File: src/rtl/mult_div_pkg.sv
// -----------------------------------------------------------------------------
// mult_div_pkg
// Shared definitions for the multicycle signed multiply/divide unit:
//   - DATA_W / CNT_W : operand width and iteration-counter width
//   - OP_MULT/OP_DIV : encodings of the op select input
//   - state_e        : control FSM states
//   - negate/abs_val : two's-complement helpers used by the divide path
// -----------------------------------------------------------------------------
package mult_div_pkg;

    localparam int DATA_W = 32;
    // Must be able to hold the value DATA_W itself.
    localparam int CNT_W  = $clog2(DATA_W) + 1;

    localparam logic OP_MULT = 1'b0;
    localparam logic OP_DIV  = 1'b1;

    typedef enum logic [2:0] {
        IDLE = 3'd0,
        MULT = 3'd1,
        DIV  = 3'd2,
        FIX  = 3'd3,
        DONE = 3'd4
    } state_e;

    // Two's-complement negation (wraps for the most negative value).
    function automatic logic [DATA_W-1:0] negate(input logic [DATA_W-1:0] v);
        return ~v + {{(DATA_W-1){1'b0}}, 1'b1};
    endfunction

    // Magnitude as an unsigned DATA_W value; the most negative input maps to
    // 2^(DATA_W-1), which still fits unsigned.
    function automatic logic [DATA_W-1:0] abs_val(input logic [DATA_W-1:0] v);
        return v[DATA_W-1] ? negate(v) : v;
    endfunction

endpackage

File: src/rtl/mult_div_if.sv
// -----------------------------------------------------------------------------
// mult_div_if
// Bundle between Control/datapath (master) and the multiply/divide unit (slave).
//   start, op, a_in, b_in    : request (master -> unit)
//   busy, done, div_zero     : status  (unit -> master)
//   hi, lo                   : architectural HI/LO registers (unit -> master)
// -----------------------------------------------------------------------------
interface mult_div_if;
    import mult_div_pkg::*;

    logic              start;
    logic              op;
    logic [DATA_W-1:0] a_in;
    logic [DATA_W-1:0] b_in;
    logic              busy;
    logic              done;
    logic              div_zero;
    logic [DATA_W-1:0] hi;
    logic [DATA_W-1:0] lo;

    modport master (
        output start, op, a_in, b_in,
        input  busy, done, div_zero, hi, lo
    );

    modport slave (
        input  start, op, a_in, b_in,
        output busy, done, div_zero, hi, lo
    );

endinterface

File: src/rtl/mult_div_unit.sv
// -----------------------------------------------------------------------------
// mult_div_unit
// Multicycle signed multiply (radix-2 Booth) / divide (restoring, on
// magnitudes, sign-fixed afterwards) with architectural HI/LO registers.
// Ports:
//   clk_i  : system clock, rising edge
//   rst_i  : asynchronous active-high reset, clears all state and outputs
//   bus    : mult_div_if.slave (start/op/a_in/b_in in; busy/done/div_zero/hi/lo out)
// Latency from the edge that accepts start: MULT 33 edges, DIV 34 edges,
// DIV by zero 1 edge. All outputs come straight from flops.
// -----------------------------------------------------------------------------
module mult_div_unit
    import mult_div_pkg::*;
(
    input  logic       clk_i,
    input  logic       rst_i,
    mult_div_if.slave  bus
);

    // Working registers. acc is one bit wider than an operand so the Booth
    // subtract of the most negative multiplicand cannot overflow; in DIV it
    // holds the partial remainder.
    state_e             state_q,    state_d;
    logic [CNT_W-1:0]   cnt_q,      cnt_d;
    logic [DATA_W:0]    acc_q,      acc_d;      // Booth acc / remainder
    logic [DATA_W-1:0]  mq_q,       mq_d;       // multiplier -> product low / dividend -> quotient
    logic               q1_q,       q1_d;       // Booth q-1 bit
    logic [DATA_W-1:0]  mcand_q,    mcand_d;    // multiplicand / divisor magnitude
    logic               a_neg_q,    a_neg_d;
    logic               b_neg_q,    b_neg_d;
    logic               dz_q,       dz_d;       // pending divide-by-zero
    logic               busy_q,     busy_d;
    logic               done_q,     done_d;
    logic               div_zero_q, div_zero_d;
    logic [DATA_W-1:0]  hi_q,       hi_d;
    logic [DATA_W-1:0]  lo_q,       lo_d;

    logic [DATA_W:0]    booth_acc_s;
    logic [DATA_W:0]    trial_s;
    logic [DATA_W:0]    diff_s;

    assign bus.busy     = busy_q;
    assign bus.done     = done_q;
    assign bus.div_zero = div_zero_q;
    assign bus.hi       = hi_q;
    assign bus.lo       = lo_q;

    // Next-state and datapath logic for the control FSM.
    always_comb begin
        state_d     = state_q;
        cnt_d       = cnt_q;
        acc_d       = acc_q;
        mq_d        = mq_q;
        q1_d        = q1_q;
        mcand_d     = mcand_q;
        a_neg_d     = a_neg_q;
        b_neg_d     = b_neg_q;
        dz_d        = dz_q;
        busy_d      = busy_q;
        done_d      = 1'b0;
        div_zero_d  = 1'b0;
        hi_d        = hi_q;
        lo_d        = lo_q;
        booth_acc_s = acc_q;

        // Restoring step: shift the next dividend bit into the remainder and
        // try to subtract the divisor; a negative difference means restore.
        trial_s = {acc_q[DATA_W-1:0], mq_q[DATA_W-1]};
        diff_s  = trial_s - {1'b0, mcand_q};

        case (state_q)
            IDLE: begin
                if (bus.start) begin
                    op_sel_load();
                end else begin
                    busy_d = 1'b0;
                end
            end

            MULT: begin
                case ({mq_q[0], q1_q})
                    2'b01:   booth_acc_s = acc_q + {mcand_q[DATA_W-1], mcand_q};
                    2'b10:   booth_acc_s = acc_q - {mcand_q[DATA_W-1], mcand_q};
                    default: booth_acc_s = acc_q;
                endcase
                // Arithmetic right shift of {acc, multiplier, q-1}.
                {acc_d, mq_d, q1_d} = {booth_acc_s[DATA_W], booth_acc_s, mq_q};
                cnt_d = cnt_q - CNT_W'(1);
                if (cnt_q == CNT_W'(1)) begin
                    state_d = DONE;
                end else begin
                    state_d = MULT;
                end
            end

            DIV: begin
                if (diff_s[DATA_W]) begin
                    acc_d = trial_s;
                end else begin
                    acc_d = diff_s;
                end
                mq_d  = {mq_q[DATA_W-2:0], ~diff_s[DATA_W]};
                cnt_d = cnt_q - CNT_W'(1);
                if (cnt_q == CNT_W'(1)) begin
                    state_d = FIX;
                end else begin
                    state_d = DIV;
                end
            end

            FIX: begin
                // Quotient truncates toward zero; remainder follows dividend sign.
                if (a_neg_q ^ b_neg_q) begin
                    mq_d = negate(mq_q);
                end else begin
                    mq_d = mq_q;
                end
                if (a_neg_q) begin
                    acc_d = {1'b0, negate(acc_q[DATA_W-1:0])};
                end else begin
                    acc_d = {1'b0, acc_q[DATA_W-1:0]};
                end
                state_d = DONE;
            end

            DONE: begin
                done_d  = 1'b1;
                busy_d  = 1'b0;
                cnt_d   = {CNT_W{1'b0}};
                dz_d    = 1'b0;
                state_d = IDLE;
                if (dz_q) begin
                    // HI/LO are left untouched on divide by zero.
                    div_zero_d = 1'b1;
                end else begin
                    hi_d = acc_q[DATA_W-1:0];
                    lo_d = mq_q;
                end
            end

            default: begin
                state_d = IDLE;
                busy_d  = 1'b0;
            end
        endcase
    end

    // Start-of-operation load: latch operands and select the first state.
    function automatic void op_sel_load();
        busy_d  = 1'b1;
        a_neg_d = bus.a_in[DATA_W-1];
        b_neg_d = bus.b_in[DATA_W-1];
        cnt_d   = CNT_W'(DATA_W);
        acc_d   = {(DATA_W+1){1'b0}};
        q1_d    = 1'b0;
        dz_d    = 1'b0;
        if (bus.op == OP_MULT) begin
            mq_d    = bus.b_in;
            mcand_d = bus.a_in;
            state_d = MULT;
        end else if (bus.b_in == {DATA_W{1'b0}}) begin
            // No iterations: report straight from DONE.
            mq_d    = {DATA_W{1'b0}};
            mcand_d = {DATA_W{1'b0}};
            cnt_d   = {CNT_W{1'b0}};
            dz_d    = 1'b1;
            state_d = DONE;
        end else begin
            mq_d    = abs_val(bus.a_in);
            mcand_d = abs_val(bus.b_in);
            state_d = DIV;
        end
    endfunction

    // State, working and output registers with asynchronous reset.
    always_ff @(posedge clk_i or posedge rst_i) begin
        if (rst_i) begin
            state_q    <= IDLE;
            cnt_q      <= {CNT_W{1'b0}};
            acc_q      <= {(DATA_W+1){1'b0}};
            mq_q       <= {DATA_W{1'b0}};
            q1_q       <= 1'b0;
            mcand_q    <= {DATA_W{1'b0}};
            a_neg_q    <= 1'b0;
            b_neg_q    <= 1'b0;
            dz_q       <= 1'b0;
            busy_q     <= 1'b0;
            done_q     <= 1'b0;
            div_zero_q <= 1'b0;
            hi_q       <= {DATA_W{1'b0}};
            lo_q       <= {DATA_W{1'b0}};
        end else begin
            state_q    <= state_d;
            cnt_q      <= cnt_d;
            acc_q      <= acc_d;
            mq_q       <= mq_d;
            q1_q       <= q1_d;
            mcand_q    <= mcand_d;
            a_neg_q    <= a_neg_d;
            b_neg_q    <= b_neg_d;
            dz_q       <= dz_d;
            busy_q     <= busy_d;
            done_q     <= done_d;
            div_zero_q <= div_zero_d;
            hi_q       <= hi_d;
            lo_q       <= lo_d;
        end
    end

endmodule

File: src/flat_wrapper.sv
// flat-port wrapper written by rule: the top's interface ports become plain ports
module mult_div_unit_flat import mult_div_pkg::*;
  (clk_i, rst_i, bus_start, bus_op, bus_a_in, bus_b_in, bus_busy, bus_done, bus_div_zero, bus_hi, bus_lo);
  mult_div_if bus_i ();
  input  logic clk_i;
  input  logic rst_i;
  input wire logic [$bits(bus_i.start)-1:0] bus_start;
  input wire logic [$bits(bus_i.op)-1:0] bus_op;
  input wire logic [$bits(bus_i.a_in)-1:0] bus_a_in;
  input wire logic [$bits(bus_i.b_in)-1:0] bus_b_in;
  output wire logic [$bits(bus_i.busy)-1:0] bus_busy;
  output wire logic [$bits(bus_i.done)-1:0] bus_done;
  output wire logic [$bits(bus_i.div_zero)-1:0] bus_div_zero;
  output wire logic [$bits(bus_i.hi)-1:0] bus_hi;
  output wire logic [$bits(bus_i.lo)-1:0] bus_lo;
  assign bus_i.start = bus_start;
  assign bus_i.op = bus_op;
  assign bus_i.a_in = bus_a_in;
  assign bus_i.b_in = bus_b_in;
  assign bus_busy = bus_i.busy;
  assign bus_done = bus_i.done;
  assign bus_div_zero = bus_i.div_zero;
  assign bus_hi = bus_i.hi;
  assign bus_lo = bus_i.lo;
  mult_div_unit u_core (.clk_i(clk_i), .rst_i(rst_i), .bus(bus_i));
endmodule
File: config.mk
export PLATFORM = sky130hd
export DESIGN_NAME = mult_div_unit_flat
export DESIGN_NICKNAME = d
export VERILOG_FILES = /design/src/rtl/mult_div_pkg.sv /design/src/rtl/mult_div_if.sv /design/src/rtl/mult_div_unit.sv /design/src/flat_wrapper.sv
export SDC_FILE = /design/constraint.sdc
export NUM_CORES = 1
export LEC_CHECK = 0
export ABC_AREA = 1
export CAP_MARGIN = 25
export CORE_MARGIN = 1.5
export CORE_UTILIZATION = 41
export CTS_BUF_LIST = sky130_fd_sc_hd__clkbuf_4 sky130_fd_sc_hd__clkbuf_8
export CTS_CLUSTER_SIZE = 28
export DETAILED_ROUTE_END_ITERATION = 6
export PLACE_DENSITY = 0.63
export SYNTH_ARGS = -nofsm -noshare
export SYNTH_HDL_FRONTEND = slang
export SYNTH_SLANG_ARGS = --single-unit
File: constraint.sdc
create_clock -name clk_i -period 6.5 [get_ports clk_i]
set_input_delay 1.3 -clock clk_i [delete_from_list [all_inputs] [get_ports clk_i]]
set_output_delay 1.3 -clock clk_i [all_outputs]
set_load 0.1 [all_outputs]
==> metrics.yaml <==
postCtsHoldBufs: 0
layout.nets: 3296
initial_utilization: 0.414
die_h_um: 214
syn-num-nets: 3213
synth-edff-count: 0
ant_nets: 0
cts_tree: "done"
cts_buffers: 17
yosysMostFrequentCell: "nand2_1"
status: "complete, no violations"
critPathCaptureType: "register"
finalSetupViolCount: 0
htreeDepth: 4
finalSetupTns_ns: 0
grtUsageTotal: 0.351
r2r_cells: 23
num_rows: 77
clock_tree.root_cell: "clkbuf_8"
area_growth_pct: 12.3
synth_area_leaders: "dfrtp_1 (24%), nand2_1 (19%), inv_1 (9.7%)"
drt-initial-drc-count: 2038
reg2reg_from: "u_core.mq_q[31]"
startpoint: "u_core.mq_q[31]"
maxSlewHeadroom: 0.308
r2r_end: "u_core.acc_q[6]"
synthTopCellsByCount: "nand2_1 (935), inv_1 (473), nor2_1 (290)"
worst_slew_pin_slew_ns: 1.04
die-area_um2: 45700
yosysSeqAreaShare: 0.243
post_cts_buffers: 0
clock_skew_ns: 0.0300
num_vias: 20800
dpl_cell_area_um2: 20000
holdPathStages: 2
synth-main-ff-cell: "dfrtp_1"
gp_congestion: 0.991
final.min_clock_period_ns: 4.78
slew_viol_final: 0
synth_cell_types: 58
hp-class: "register to register"
worstPathMaxFanout: 29
yosysTopAreaCell: "dfrtp_1"
hold_viol: 0
fmax_mhz: 209
dieWidth_um: 214
synth_top_area_frac: 0.243
synth_seq_cells: 177
dp_hpwl_um: 64300
clkLatencyLatePin_ns: 0.60
hold_end: "u_core.bus.hi[19]"
first_global_vias: 19400
antenna_found_initial: 1
finalWirelength_um: 79500
io_pins: 135
crit_type: "register to register"
ys_warn_count: 0
fin_crit_sh: 0.735
drive_gt1_frac: 0.0341
cp.arrival_ns: 5.26
ctsLongestPathBuffers: 2
dr.pass1.iters: 6
vias_per_cell: 5.54
clock_sinks: 177
grt_first_pass_wirelength_um: 118000
wl_per_cell_um: 21.2
drcViolationCount: 0
port-buffer-count: 134
final_cell_area_um2: 20500
ctsResizeCount: 0
clkTransAtPathRegs_ns: 0.12
avgSynthCellArea_um2: 5.94
rrSetupSlack_ns: 1.72
rsz0062_at_grt: "no"
synth.cell_area_um2: 18200
max-cap-violations: 0
worstHoldStart: "u_core.bus.hi[19]"
grt_max_degree: 137
core-area_um2: 44000
overflow: 0
syn_inst: 3070
ys_async_sr_fraction: 1.00
critPathLaunchType: "register"
required_ns: 6.98
## critical path, stage by stage (launching register included)
cell and delay [ns]:
dfrtp_1 0.50, inv_1 0.29, ha_1 0.20, inv_1 0.08
fa_1 0.48, nand3_1 0.12, nand3_1 0.18, nand2_1 0.11
nand2_1 0.12, nand2_1 0.11, nand2_1 0.19, nand2_1 0.15
nand2_1 0.08, a21oi_1 0.14, o21bai_1 0.10, ha_1 0.32
clkinv_1 0.37, buf_4 0.42, a21oi_1 0.15, o21ai_0 0.09
a22oi_1 0.23, nand2_1 0.09, nand2_1 0.06, o21ai_0 0.07
## how the worst max path moves through the flow
| stage | endpoint | cells past startpoint |
|---|---|---|
| 2_1_floorplan | u_core.a_neg_q | 1 |
| 3_3_place_gp | u_core.acc_q[6] | 23 |
| 3_5_place_dp | u_core.acc_q[6] | 23 |
| 4_1_cts | u_core.acc_q[6] | 23 |
| 5_1_grt | u_core.acc_q[8] | 23 |
| 6_report | u_core.acc_q[6] | 23 |
## layout make-up
cell class | instances | area [um^2]
antenna | 1 | 2.50
clock buffer | 19 | 262
clock inverter | 13 | 134
fill | 4835 | 23600
inverter | 492 | 1860
multi-input combinational | 2308 | 11500
sequential | 177 | 4430
tap | 592 | 741
timing repair buffer | 157 | 1530
## flip-flops by register name, indices dropped and copies added, names as in the netlist
name,count
u_core.dz_q,1
u_core.bus.done,1
u_core.mcand_q,32
u_core.q1_q,1
u_core.bus.div_zero,1
u_core.bus.lo,32
u_core.a_neg_q,1
u_core.acc_q,33
u_core.mq_q,32
u_core.bus.busy,1
u_core.cnt_q,6
u_core.bus.hi,32
u_core.state_q,3
u_core.b_neg_q,1
## cells in the final DEF, fill, tap and decap left out, types with 8 or more instances in the layout
master             n
dfrtp_1          177
a31oi_1           10
a22oi_1           34
nor3_1            25
xnor2_1           14
o211ai_1          33
nor4_1             8
o221ai_1          13
inv_2             16
buf_4             22
xor2_1            69
a221oi_1           8
ha_1              73
nand4_1           42
o31ai_1            8
nor2_1           289
o21ai_0          204
o21ai_1            9
nor2_2             9
clkbuf_8          19
inv_1            471
nand3_1          247
nand2_1          935
a21oi_1          209
clkdlybuf4s50_1  134
o22ai_1            9
## per-layer routing
layer | track usage | vias up | wire [um]
li1 | - | 10100 | -
met5 | 0 | - | 0
met2 | 0.578 | 909 | 37000
met1 | 0.445 | 9647 | 33200
met3 | 0.0475 | 165 | 5100
met4 | 0.194 | 0 | 4310
## kinds of logic after synthesis
| logic type | synth area share |
|---|---|
| compound gates | 0.172 |
| xor+xnor | 0.0399 |
| fa+ha+maj | 0.0523 |
| buf+inv | 0.126 |
| flops | 0.243 |
| mux | 0.00247 |
| simple gates | 0.364 |
## metrics by stage
step / hold slack, ns / util / std cells / setup slack (ns)
final: 0.486 / 0.465 / 3759 / 1.72
after global routing: 0.514 / 0.465 / 3758 / 1.59
after CTS: 0.494 / 0.464 / 3757 / 1.83
after detailed placement: 0.472 / 0.455 / 3725 / 1.86
after global placement: 0.466 / 0.455 / 3725 / 1.82
after floorplan: 0.452 / - / 3070 / 0.398
Power is not shown: default switching activity piles up to over one toggle a cycle in this logic, so the estimate is an artifact.
